[src/rtl/mem_port_arbiter.sv]
// Purpose: arbitrates the single-port unified memory between the IF (fetch) and MEM (load/store) stages.
// Latency: MEM_LATENCY ACCESS cycles after the grant, then a one-cycle ready pulse. One IDLE cycle separates accesses.
// Backpressure: stall stays high until every request of the current pipeline step is served. Requesters hold their inputs meanwhile.
//
// Ports:
//   clk, reset                   - clock and synchronous active-high reset
//   if_req/if_addr               - fetch request (read only)
//   if_rdata/if_ready            - fetched word and its one-cycle completion pulse
//   mem_rd/mem_wr/mem_addr/mem_wdata - load/store request (rd+wr together acts as a write)
//   mem_rdata/mem_ready          - load data and the completion pulse (for loads and stores)
//   stall                        - freezes the PC and the pipeline registers
//   ram_en/ram_we/ram_addr/ram_wdata/ram_rdata - memory port
module mem_port_arbiter #(
    parameter int MEM_LATENCY = 2,
    parameter int ADDR_W      = 32,
    parameter int DATA_W      = 32
) (
    input  logic              clk,
    input  logic              reset,
    input  logic              if_req,
    input  logic [ADDR_W-1:0] if_addr,
    output logic [DATA_W-1:0] if_rdata,
    output logic              if_ready,
    input  logic              mem_rd,
    input  logic              mem_wr,
    input  logic [ADDR_W-1:0] mem_addr,
    input  logic [DATA_W-1:0] mem_wdata,
    output logic [DATA_W-1:0] mem_rdata,
    output logic              mem_ready,
    output logic              stall,
    output logic              ram_en,
    output logic              ram_we,
    output logic [ADDR_W-1:0] ram_addr,
    output logic [DATA_W-1:0] ram_wdata,
    input  logic [DATA_W-1:0] ram_rdata
);

    localparam int CNT_W = (MEM_LATENCY > 1) ? $clog2(MEM_LATENCY) : 1;
    localparam logic [CNT_W-1:0] CNT_LOAD = CNT_W'(MEM_LATENCY - 1);

    typedef enum logic [1:0] {
        IDLE   = 2'd0,
        ACCESS = 2'd1,
        RESP   = 2'd2
    } state_t;

    state_t            state;
    logic [CNT_W-1:0]  cnt;
    logic              grant_mem;   // 1: current access belongs to MEM, 0: to IF
    logic              lat_we;
    logic              if_done;
    logic              mem_done;
    logic              mem_req;

    assign mem_req = mem_rd | mem_wr;

    // All port controls and ready pulses decode the state registers only.
    assign ram_en    = (state == ACCESS);
    assign ram_we    = ram_en & lat_we;
    assign if_ready  = (state == RESP) & ~grant_mem;
    assign mem_ready = (state == RESP) & grant_mem;

    // A requester stops stalling in the cycle its ready pulse appears,
    // so the pipeline advances on the edge that ends the RESP cycle.
    assign stall = (if_req  & ~(if_done  | if_ready)) |
                   (mem_req & ~(mem_done | mem_ready));

    always_ff @(posedge clk) begin
        if (reset) begin
            state     <= IDLE;
            cnt       <= '0;
            grant_mem <= 1'b0;
            lat_we    <= 1'b0;
            ram_addr  <= '0;
            ram_wdata <= '0;
            if_rdata  <= '0;
            mem_rdata <= '0;
            if_done   <= 1'b0;
            mem_done  <= 1'b0;
        end else begin
            case (state)
                IDLE: begin
                    // MEM holds the older instruction, so it wins a tie.
                    if (mem_req && !mem_done) begin
                        grant_mem <= 1'b1;
                        lat_we    <= mem_wr;
                        ram_addr  <= mem_addr;
                        ram_wdata <= mem_wdata;
                        cnt       <= CNT_LOAD;
                        state     <= ACCESS;
                    end else if (if_req && !if_done) begin
                        grant_mem <= 1'b0;
                        lat_we    <= 1'b0;
                        ram_addr  <= if_addr;
                        ram_wdata <= '0;
                        cnt       <= CNT_LOAD;
                        state     <= ACCESS;
                    end
                end
                ACCESS: begin
                    if (cnt == '0) begin
                        state <= RESP;
                        // Read data is valid in the last access cycle only.
                        if (!lat_we) begin
                            if (grant_mem) begin
                                mem_rdata <= ram_rdata;
                            end else begin
                                if_rdata <= ram_rdata;
                            end
                        end
                    end else begin
                        cnt <= cnt - 1'b1;
                    end
                end
                RESP: begin
                    state <= IDLE;
                end
                default: begin
                    state <= IDLE;
                end
            endcase

            // Done bits remember what was served during this stall; once the
            // pipeline advances, the inputs belong to a new step.
            if (!stall) begin
                if_done  <= 1'b0;
                mem_done <= 1'b0;
            end else if (state == RESP) begin
                if (grant_mem) begin
                    mem_done <= 1'b1;
                end else begin
                    if_done <= 1'b1;
                end
            end
        end
    end

endmodule

[config.mk]
export PLATFORM = sky130hd
export DESIGN_NAME = mem_port_arbiter
export DESIGN_NICKNAME = d
export VERILOG_FILES = /design/src/rtl/mem_port_arbiter.sv
export SDC_FILE = /design/constraint.sdc
export NUM_CORES = 1
export LEC_CHECK = 0
export CAP_MARGIN = 0
export CORE_MARGIN = 2
export CORE_UTILIZATION = 41
export CTS_CLUSTER_SIZE = 14
export DETAILED_ROUTE_END_ITERATION = 7
export PLACE_DENSITY = 0.85
export SETUP_SLACK_MARGIN = 0.3
export SLEW_MARGIN = 15
export SYNTH_ARGS = -nofsm -noshare
export SYNTH_HDL_FRONTEND = slang
export SYNTH_SLANG_ARGS = --single-unit
[constraint.sdc]
create_clock -name clk -period 2.2 [get_ports clk]
set_clock_uncertainty 0.15 [all_clocks]
set_input_delay 0.44 -clock clk [delete_from_list [all_inputs] [get_ports clk]]
set_output_delay 0.44 -clock clk [all_outputs]
set_load 0.01 [all_outputs]
==> flow_summary.ini <==
[timing]
fin_hold_ws_ns = 0.3029
post-route-min-period_ns = 1.922
fin_crit_sh_pct = 87.34
setup_slack_ns = 0.2785
slew_violations = 0
clock.fmax_mhz = 520.4
rsz0062_at_grt = true
hold_viol_final = 0
setup_viol = 0
tightest_slew_ns = 0.5539
max-slew-margin-rel_pct = 62.96

[critical_path]
worstPathArrival_ns = 1.33
r2r_start = if_done
start_kind = register
timing_worst_setup_path_type = register to output pin
cp-end-kind = output pin
r2r_slack_ns = 0.45
crit_start = state[0]
cp.required_ns = 1.61
crit_fanout = 5

[synthesis]
synth_ff_type = dfxtp_1
ys_seq_elements = 135
synth_top_area_share_pct = 49.26
synth_area_sq_mm = 0.005487
synthesis.nets = 674
async_flop_share_pct = 0
yosysMostFrequentCell = dfxtp_1
syn_area_per_cell_sq_um = 10.14
ys_seq_area_share_pct = 49.26
synth_cell_types = 36
ys_warn_count = 0
yosys-top-cells-area = dfxtp_1 (49%), mux2i_1 (18%), nand2_1 (8.8%)
synth-edff-count = 0
synth_common_cells = dfxtp_1 (135), nand2_1 (129), mux2i_1 (96)
syn-instance-count = 541
synth_top_cell_by_area = dfxtp_1

[floorplan]
initial_core_util_pct = 41.76
die_y_microns = 119.7
core_area_sq_mm = 0.01314
dieArea_sq_mm = 0.01432
ios = 266
die_w_microns = 119.7
rows = 42

[global_route]
first_global_vias = 5296
grt_usage_pct = 22.93
grt_pass1_wl_microns = 26060
antenna_found_initial = 0
grt_overflow = 0
grt_max_degree = 51

[final_layout]
antenna_cells = 0
areaGrowthSynthToFinish_pct = 66.43
final_nets = 932
layout-drive-gt1-share_pct = 13.42
n_fill_cell = 1004

[flow_run]
drv_cap = 0

[pwr]
p_per_area_mw_per_mm2 = 816.8
peakVddDrop_uv = 708.7
p_leak_nw = 4.868
power.total_mw = 7.458

[drt]
drt-total-wl_microns = 17020
vias = 5124
drt_first_iter_violations = 384
viasPerCell = 5.186
drtPass1Iterations = 5
drt-wirelength-per-cell_microns = 17.23
route.detailed.drc = 0
drtAntennaViolNets = 0

[cts]
clk_pin_slew_ns = 0.06
numCtsBuffers = 17
cts.sinks = 135
cts_hold_buffers = 0
clockBufferDepth = 2
cts_root_buf = clkbuf_16
clock_latency_ns = 0.41
cts_tree = done
htreeDepth = 4

[worst_hold_path]
hp-start = if_rdata[11]
worstHoldPathType = register to register

[run_status]
status = finished, final reports clean

[place]
place_hpwl_microns = 11820
place_congestion = 0.8275
portBuffers = 265
pre_cts_ws_ns = -0.2773
## power by group
| part | internal, mW | leakage (nW) | switching, mW |
|---|---|---|---|
| Combinational | 0.791 | 3.43 | 0.668 |
| Clock | 2.09 | 0.325 | 1.09 |
| Sequential | 2.69 | 1.11 | 0.130 |
## critical path, cell delays in order, from the launching register on
cell and delay (ns):
dfxtp_4 0.39, and3b_2 0.25, o21ai_2 0.14, buf_2 0.15
## path summary, 6_finish.rpt
| path | endpoint | cells past startpoint |
|---|---|---|
| max | stall | 3 |
| min | if_rdata[11] | 2 |
| max reg2reg | ram_addr[12] | 4 |
| min reg2reg | if_rdata[11] | 2 |
## metrics by stage
stage,std cells,setup TNS [ns],area (sq um),util (%)
2_1_floorplan,541,0,5487,-
3_3_place_gp,953,-1.668,8364,63.67
3_5_place_dp,953,-2.218,8364,63.67
4_1_cts,987,0,8982,68.37
5_1_grt,988,0,9131,69.50
6_report,988,0,9131,69.50
## layer usage
| metal | wire, microns | up-vias | track usage, % |
|---|---|---|---|
| met5 | 0 | - | 0 |
| met4 | 615 | 0 | 11.62 |
| met3 | 995 | 45 | 6.131 |
| met2 | 8743 | 188 | 40.11 |
| met1 | 6666 | 2460 | 25.57 |
| li1 | - | 2431 | - |
## cell families after synthesis
kind of cell	synth area share (%)
AO/OA/AOI/OAI	11.65
multiplexers	17.51
AND/OR/NAND/NOR	16.83
buffers and inverters	4.743
flip-flops	49.26
## timing repair
item | in CTS | in global routing
buffers inserted | 2 | 1
gates resized for setup | 98 | 60
endpoints found under the setup margin | 73 | 62
pin swaps | 0 | 0
## cells in the final DEF (no fill, tap or decap), types with 4 or more instances in the layout
cell type          n
buf_12             6
clkbuf_16         17
buf_2              4
nand2_1          129
nor3_1             4
dlygate4sd2_1     68
or3b_2            32
a32o_1            33
inv_6              4
a22oi_1           32
clkdlybuf4s50_1  134
dlymetal6s2s_1    58
dfxtp_1          133
buf_4             18
mux2i_1           96
bufinv_16          5
## registers in the layout (all words and copies together), names as in the netlist
signal	flops
cnt	1
grant_mem	1
if_done	1
if_rdata	32
lat_we	1
mem_done	1
mem_rdata	32
ram_addr	32
ram_wdata	32
state	2
## layout make-up
class	instances	area, sq um	share of cell area, %
multi-input combinational	353	2572	28.17
clock buffer	19	452.9	4.960
timing repair buffer	289	2949	32.30
sequential	135	2708	29.65
inverter	3	13.76	0.1507
tap	176	220.2	2.412
clock inverter	13	215.2	2.357
Power figures use the tool's default switching activity.
